$ cat src/rtl/mem_burst_ctrl.sv
// Burst sequencer in front of the 16-bit-address / 32-bit-data memory block.
// Takes one burst command at a time and streams write words or read words over consecutive addresses.
module mem_burst_ctrl #(
  parameter int unsigned ADDR_W       = 16,
  parameter int unsigned DATA_W       = 32,
  parameter int unsigned LEN_W        = 8,
  parameter int unsigned READ_LATENCY = 1
) (
  input  logic              clk,
  input  logic              reset,
  input  logic              cmd_valid,
  output logic              cmd_ready,
  input  logic              cmd_rwn,
  input  logic [ADDR_W-1:0] cmd_addr,
  input  logic [LEN_W-1:0]  cmd_len,
  input  logic              wr_valid,
  output logic              wr_ready,
  input  logic [DATA_W-1:0] wr_data,
  output logic              rd_valid,
  output logic [DATA_W-1:0] rd_data,
  output logic              busy,
  output logic              done,
  output logic [ADDR_W-1:0] mem_address,
  output logic [DATA_W-1:0] mem_data_in,
  output logic              mem_rwn,
  output logic              mem_start,
  input  logic [DATA_W-1:0] mem_data_out
);

  localparam int unsigned CW = LEN_W + 1;

  typedef enum logic [2:0] {
    IDLE,
    WRITE,
    READ,
    DRAIN,
    DONE
  } state_t;

  state_t                  state, state_n;
  logic [ADDR_W-1:0]       base_q, base_n;
  logic [LEN_W-1:0]        len_q, len_n;
  logic [CW-1:0]           count, count_n;
  logic [READ_LATENCY-1:0] vpipe, vpipe_n;
  logic [CW-1:0]           words;
  logic [ADDR_W-1:0]       cur_addr;

  logic                    mem_start_n;
  logic                    mem_rwn_n;
  logic [ADDR_W-1:0]       mem_address_n;
  logic [DATA_W-1:0]       mem_data_in_n;
  logic                    rd_valid_n;
  logic [DATA_W-1:0]       rd_data_n;
  logic                    done_n;

  assign words     = CW'(len_q) + CW'(1);
  assign cur_addr  = base_q + ADDR_W'(count);

  assign cmd_ready = (state == IDLE) && !reset;
  assign busy      = (state != IDLE);
  assign wr_ready  = (state == WRITE) && (count < words);

  always_comb begin
    state_n       = state;
    base_n        = base_q;
    len_n         = len_q;
    count_n       = count;
    mem_start_n   = 1'b0;
    mem_rwn_n     = 1'b1;
    mem_address_n = mem_address;
    mem_data_in_n = mem_data_in;
    done_n        = 1'b0;

    // Valid pipeline tracks each registered read strobe until its word is on mem_data_out.
    vpipe_n       = READ_LATENCY'({vpipe, mem_start && mem_rwn});
    rd_valid_n    = vpipe[READ_LATENCY-1];
    rd_data_n     = vpipe[READ_LATENCY-1] ? mem_data_out : rd_data;

    unique case (state)
      IDLE: begin
        if (cmd_valid && cmd_ready) begin
          base_n  = cmd_addr;
          len_n   = cmd_len;
          count_n = '0;
          state_n = cmd_rwn ? READ : WRITE;
        end
      end
      WRITE: begin
        // count == words only in the cycle carrying the final strobe.
        if (count == words) begin
          state_n = DONE;
          done_n  = 1'b1;
        end else if (wr_valid && wr_ready) begin
          mem_start_n   = 1'b1;
          mem_rwn_n     = 1'b0;
          mem_address_n = cur_addr;
          mem_data_in_n = wr_data;
          count_n       = count + CW'(1);
        end
      end
      READ: begin
        mem_start_n   = 1'b1;
        mem_rwn_n     = 1'b1;
        mem_address_n = cur_addr;
        count_n       = count + CW'(1);
        if (count == CW'(len_q)) begin
          state_n = DRAIN;
        end
      end
      DRAIN: begin
        if (!mem_start && (vpipe == '0)) begin
          state_n = DONE;
          done_n  = 1'b1;
        end
      end
      DONE: begin
        state_n = IDLE;
      end
      default: begin
        state_n = IDLE;
      end
    endcase
  end

  always_ff @(posedge clk) begin
    if (reset) begin
      state       <= IDLE;
      base_q      <= '0;
      len_q       <= '0;
      count       <= '0;
      vpipe       <= '0;
      mem_start   <= 1'b0;
      mem_rwn     <= 1'b1;
      mem_address <= '0;
      mem_data_in <= '0;
      rd_valid    <= 1'b0;
      rd_data     <= '0;
      done        <= 1'b0;
    end else begin
      state       <= state_n;
      base_q      <= base_n;
      len_q       <= len_n;
      count       <= count_n;
      vpipe       <= vpipe_n;
      mem_start   <= mem_start_n;
      mem_rwn     <= mem_rwn_n;
      mem_address <= mem_address_n;
      mem_data_in <= mem_data_in_n;
      rd_valid    <= rd_valid_n;
      rd_data     <= rd_data_n;
      done        <= done_n;
    end
  end

endmodule
$ cat config.mk
export PLATFORM = sky130hd
export DESIGN_NAME = mem_burst_ctrl
export DESIGN_NICKNAME = d
export VERILOG_FILES = /design/src/rtl/mem_burst_ctrl.sv
export SDC_FILE = /design/constraint.sdc
export NUM_CORES = 1
export LEC_CHECK = 0
export BUFFER_PORTS_ARGS = -buffer_cell sky130_fd_sc_hd__buf_2
export CAP_MARGIN = 20
export CELL_PAD_IN_SITES_DETAIL_PLACEMENT = 0
export CELL_PAD_IN_SITES_GLOBAL_PLACEMENT = 2
export CORE_MARGIN = 4
export CORE_UTILIZATION = 29
export DETAILED_ROUTE_END_ITERATION = 8
export PLACE_DENSITY_LB_ADDON = 0.12
export SYNTH_ARGS = -nofsm -noshare
export SYNTH_HDL_FRONTEND = slang
export SYNTH_SLANG_ARGS = --single-unit
$ cat constraint.sdc
create_clock -name clk -period 3.7 [get_ports clk]
set_input_delay 0.74 -clock clk [delete_from_list [all_inputs] [get_ports clk]]
set_output_delay 0.74 -clock clk [all_outputs]
set_load 0.05 [all_outputs]
==> results by group <==
Setup path
  • CP startpoint kind: flip-flop
  • R2R depth: 11
  • Reg-to-reg setup timing slack: 0.61 ns
  • Worst-path maximum fanout: 5
  • CP arrival: 2.69 ns
  • FF-to-FF Start: len_q[1]$_SDFFE_PP0P_
  • Worst Path Required: 2.96 ns
  • R2r endpoint: count[8]$_SDFFE_PP0P_
  • Crit Path Class: flip-flop to primary output
  • CP endpoint kind: primary output

Routing
  • First DRT Iteration DRCs: 147
  • DR vias: 4661
  • Routed length per instance: 15.4 um
  • Detail Route Antenna Nets: 0
  • Vias per cell: 4.63
  • DR DRC count: 0
  • DRT Pass-1 Iters: 4
  • Total wire length: 15500 um

GRT
  • Number of global-route vias before repair: 4708
  • Initial antenna violation count: 0
  • Largest net degree at the start of global routing: 56
  • Global route overflow: 0
  • Global Route Usage Sum: 0.151
  • Global-route wire length before repair: 24700 um

Logic synthesis
  • Synth Flop Type: dfxtp_1
  • Ys Warns: 0
  • Synth Register Bits: 121
  • Cell Area, Synth: 5370 um^2
  • Syn_nets: 704
  • Post-synth EDFFs: 0
  • Async S/R FF share, synth: 0
  • Part of the Yosys area used for sequential elements: 0.451
  • Yosys cell types: 49
  • Cells after Synth: 590
  • Synth Area per Inst: 9.10 um^2

Finish
  • N_diodes: 0
  • Commonest non-fill, non-tap cell in the layout: buf_2
  • Area delta synth->final: 31.3%
  • NumNets Final: 879
  • Layout cells sized above 1: 0.299
  • Most frequent cells in the layout: buf_2, dfxtp_1, nor2_1

Power
  • Power per Cell Area: 516 nW/um^2
  • Lkg Pwr: 3.23 nW
  • Peak supply drop: 319 uV
  • Power Total: 3.64 mW

Clock network
  • Worst-Skew Late Latency: 0.42 ns
  • # hold bufs at CTS: 0
  • CTS Buffer Depth: 2
  • Post-cts resize count: 0
  • Clk root buf: clkbuf_16
  • Clock transition at path regs: 0.06 ns
  • Post-CTS Setup Bufs: 0
  • CTS tree: yes
  • Num CTS Buffers: 17
  • Num Clock Sinks: 121
  • Max H-tree Level: 4

Timing
  • Worst-Margin Slew: 0.756 ns
  • Worst clock skew: 0.00789 ns
  • Setup TNS: 0 ns
  • Worst slew margin: 0.496
  • F_max: 0.291 GHz
  • Post-layout min period: 3.43 ns
  • Slew Limit Fails: 0
  • Unrepaired setup endpoints after global routing: no
  • Finish-stage setup viols: 0
  • Final Hold Fails: 0
  • Final worst path period share: 0.927

Min path
  • Hold Crit Class: flip-flop to flip-flop
  • WHS Endpoint: mem_address[3]$_SDFFE_PP0P_
  • Hold depth: 2
  • Hold path start: mem_address[3]$_SDFFE_PP0P_

Placed design
  • Buffers on Ports: 179
  • Post-DP HPWL: 11300 um
  • Final GP Congestion: 0.781

Floorplanning
  • Die W: 144 um
  • I/O pin count: 180
  • Die area: 20800 um^2
  • Die height: 144 um
  • Starting Density: 0.297
  • Site row count: 49
  • CORE AREA: 18100 um^2

Job
  • Max-cap viol count: 0

Run status
  • Outcome: finished, final reports clean
-- cell usage after synthesis (all sizes together), types with 2 or more instances --
| cell type | number | area share |
|---|---|---|
| nand3 | 33 | 0.031 |
| nand2b | 3 | 0.0035 |
| nand4 | 4 | 0.0047 |
| and3 | 6 | 0.0070 |
| a211oi | 4 | 0.0079 |
| inv | 13 | 0.0091 |
| nor4 | 2 | 0.0023 |
| nor2 | 84 | 0.059 |
| a21oi | 23 | 0.023 |
| o22ai | 3 | 0.0035 |
| buf | 16 | 0.027 |
| ha | 20 | 0.047 |
| o221ai | 2 | 0.0033 |
| nor3b | 3 | 0.0042 |
| o31ai | 8 | 0.012 |
| or3 | 7 | 0.0082 |
| a31oi | 2 | 0.0023 |
| a311oi | 3 | 0.0049 |
| xnor2 | 6 | 0.0098 |
| mux2i | 65 | 0.12 |
| dfxtp | 121 | 0.45 |
| xor2 | 18 | 0.029 |
| and2 | 5 | 0.0068 |
| nand2 | 84 | 0.059 |
| o211ai | 3 | 0.0042 |
| a21o | 5 | 0.0070 |
| nor2b | 3 | 0.0035 |
| o21ai | 14 | 0.014 |
| o311ai | 2 | 0.0033 |
| nor3 | 3 | 0.0028 |
| clkbuf | 18 | 0.013 |
-- final cells by class --
type                       count  area (um^2)
fill                        1858        11000
clock buffer                  18          439
sequential                   121         2420
tap                          229          287
inverter                      13         48.8
timing repair buffer         190          981
clock inverter                14          185
multi-input combinational    422         2690
-- critical path, stage by stage, from the launching register on --
cell      delay [ns]
dfxtp_1         0.41
ha_1            0.22
nand3_1         0.12
nor2_1          0.20
xnor2_1         0.16
ha_1            0.27
nand4_1         0.16
nor2_1          0.10
a211oi_4        0.37
buf_4           0.27
-- routing by layer --
metal | wire (um) | GRT usage
met1 | 6790 | 0.189
met2 | 7470 | 0.245
met3 | 1020 | 0.0496
met4 | 237 | 0.0535
met5 | 0 | 0
-- flip-flops by register name, summed over array words and instances (netlist names) --
| register | count |
|---|---|
| base_q | 16 |
| mem_address | 16 |
| state | 3 |
| mem_data_in | 32 |
| len_q | 8 |
| count | 9 |
| rd_data | 32 |
| done | 1 |
| mem_start | 1 |
| rd_valid | 1 |
| mem_rwn | 1 |
| rd_valid_n | 1 |
-- power by group --
group | switching (mW) | internal (mW)
Sequential | 0.0533 | 1.36
Clock | 0.662 | 1.10
Combinational | 0.307 | 0.156
Total | 1.02 | 2.61
-- metrics by stage --
| step | worst slack, ns | instance area (um^2) | util | instances | hold WS, ns |
|---|---|---|---|---|---|
| 2_1_floorplan | 0.382 | 5370 | - | 590 | 0.438 |
| 3_3_place_gp | 0.482 | 6420 | 0.355 | 975 | 0.443 |
| 3_5_place_dp | 0.328 | 6420 | 0.355 | 975 | 0.445 |
| 4_1_cts | 0.193 | 7050 | 0.390 | 1007 | 0.453 |
| 5_1_grt | 0.0348 | 7050 | 0.390 | 1007 | 0.476 |
| 6_report | 0.269 | 7050 | 0.390 | 1007 | 0.450 |
-- worst max-delay path by stage --
stage,to,depth (start not counted),slack (ns),start
3_3_place_gp,count[8]$_SDFFE_PP0P_,11,0.48,len_q[1]$_SDFFE_PP0P_
6_report,wr_ready,9,0.27,len_q[1]$_SDFFE_PP0P_
2_1_floorplan,state[0]$_SDFFE_PP0P_,5,0.38,reset
4_1_cts,wr_ready,9,0.19,len_q[1]$_SDFFE_PP0P_
5_1_grt,wr_ready,9,0.03,len_q[1]$_SDFFE_PP0P_
3_5_place_dp,count[8]$_SDFFE_PP0P_,11,0.33,len_q[1]$_SDFFE_PP0P_
-- cell families after synthesis --
kind of cell | count (synthesis) | share of synthesized area
buffers and inverters | 47 | 0.0487
adders and majority gates | 21 | 0.0503
and+or+nand+nor | 239 | 0.198
xor gates and xnor gates | 24 | 0.0392
muxes | 65 | 0.121
AOI/OAI and AO/OA | 73 | 0.0916
DFF | 121 | 0.451
No activity file was read; power rests on OpenSTA's default activity.
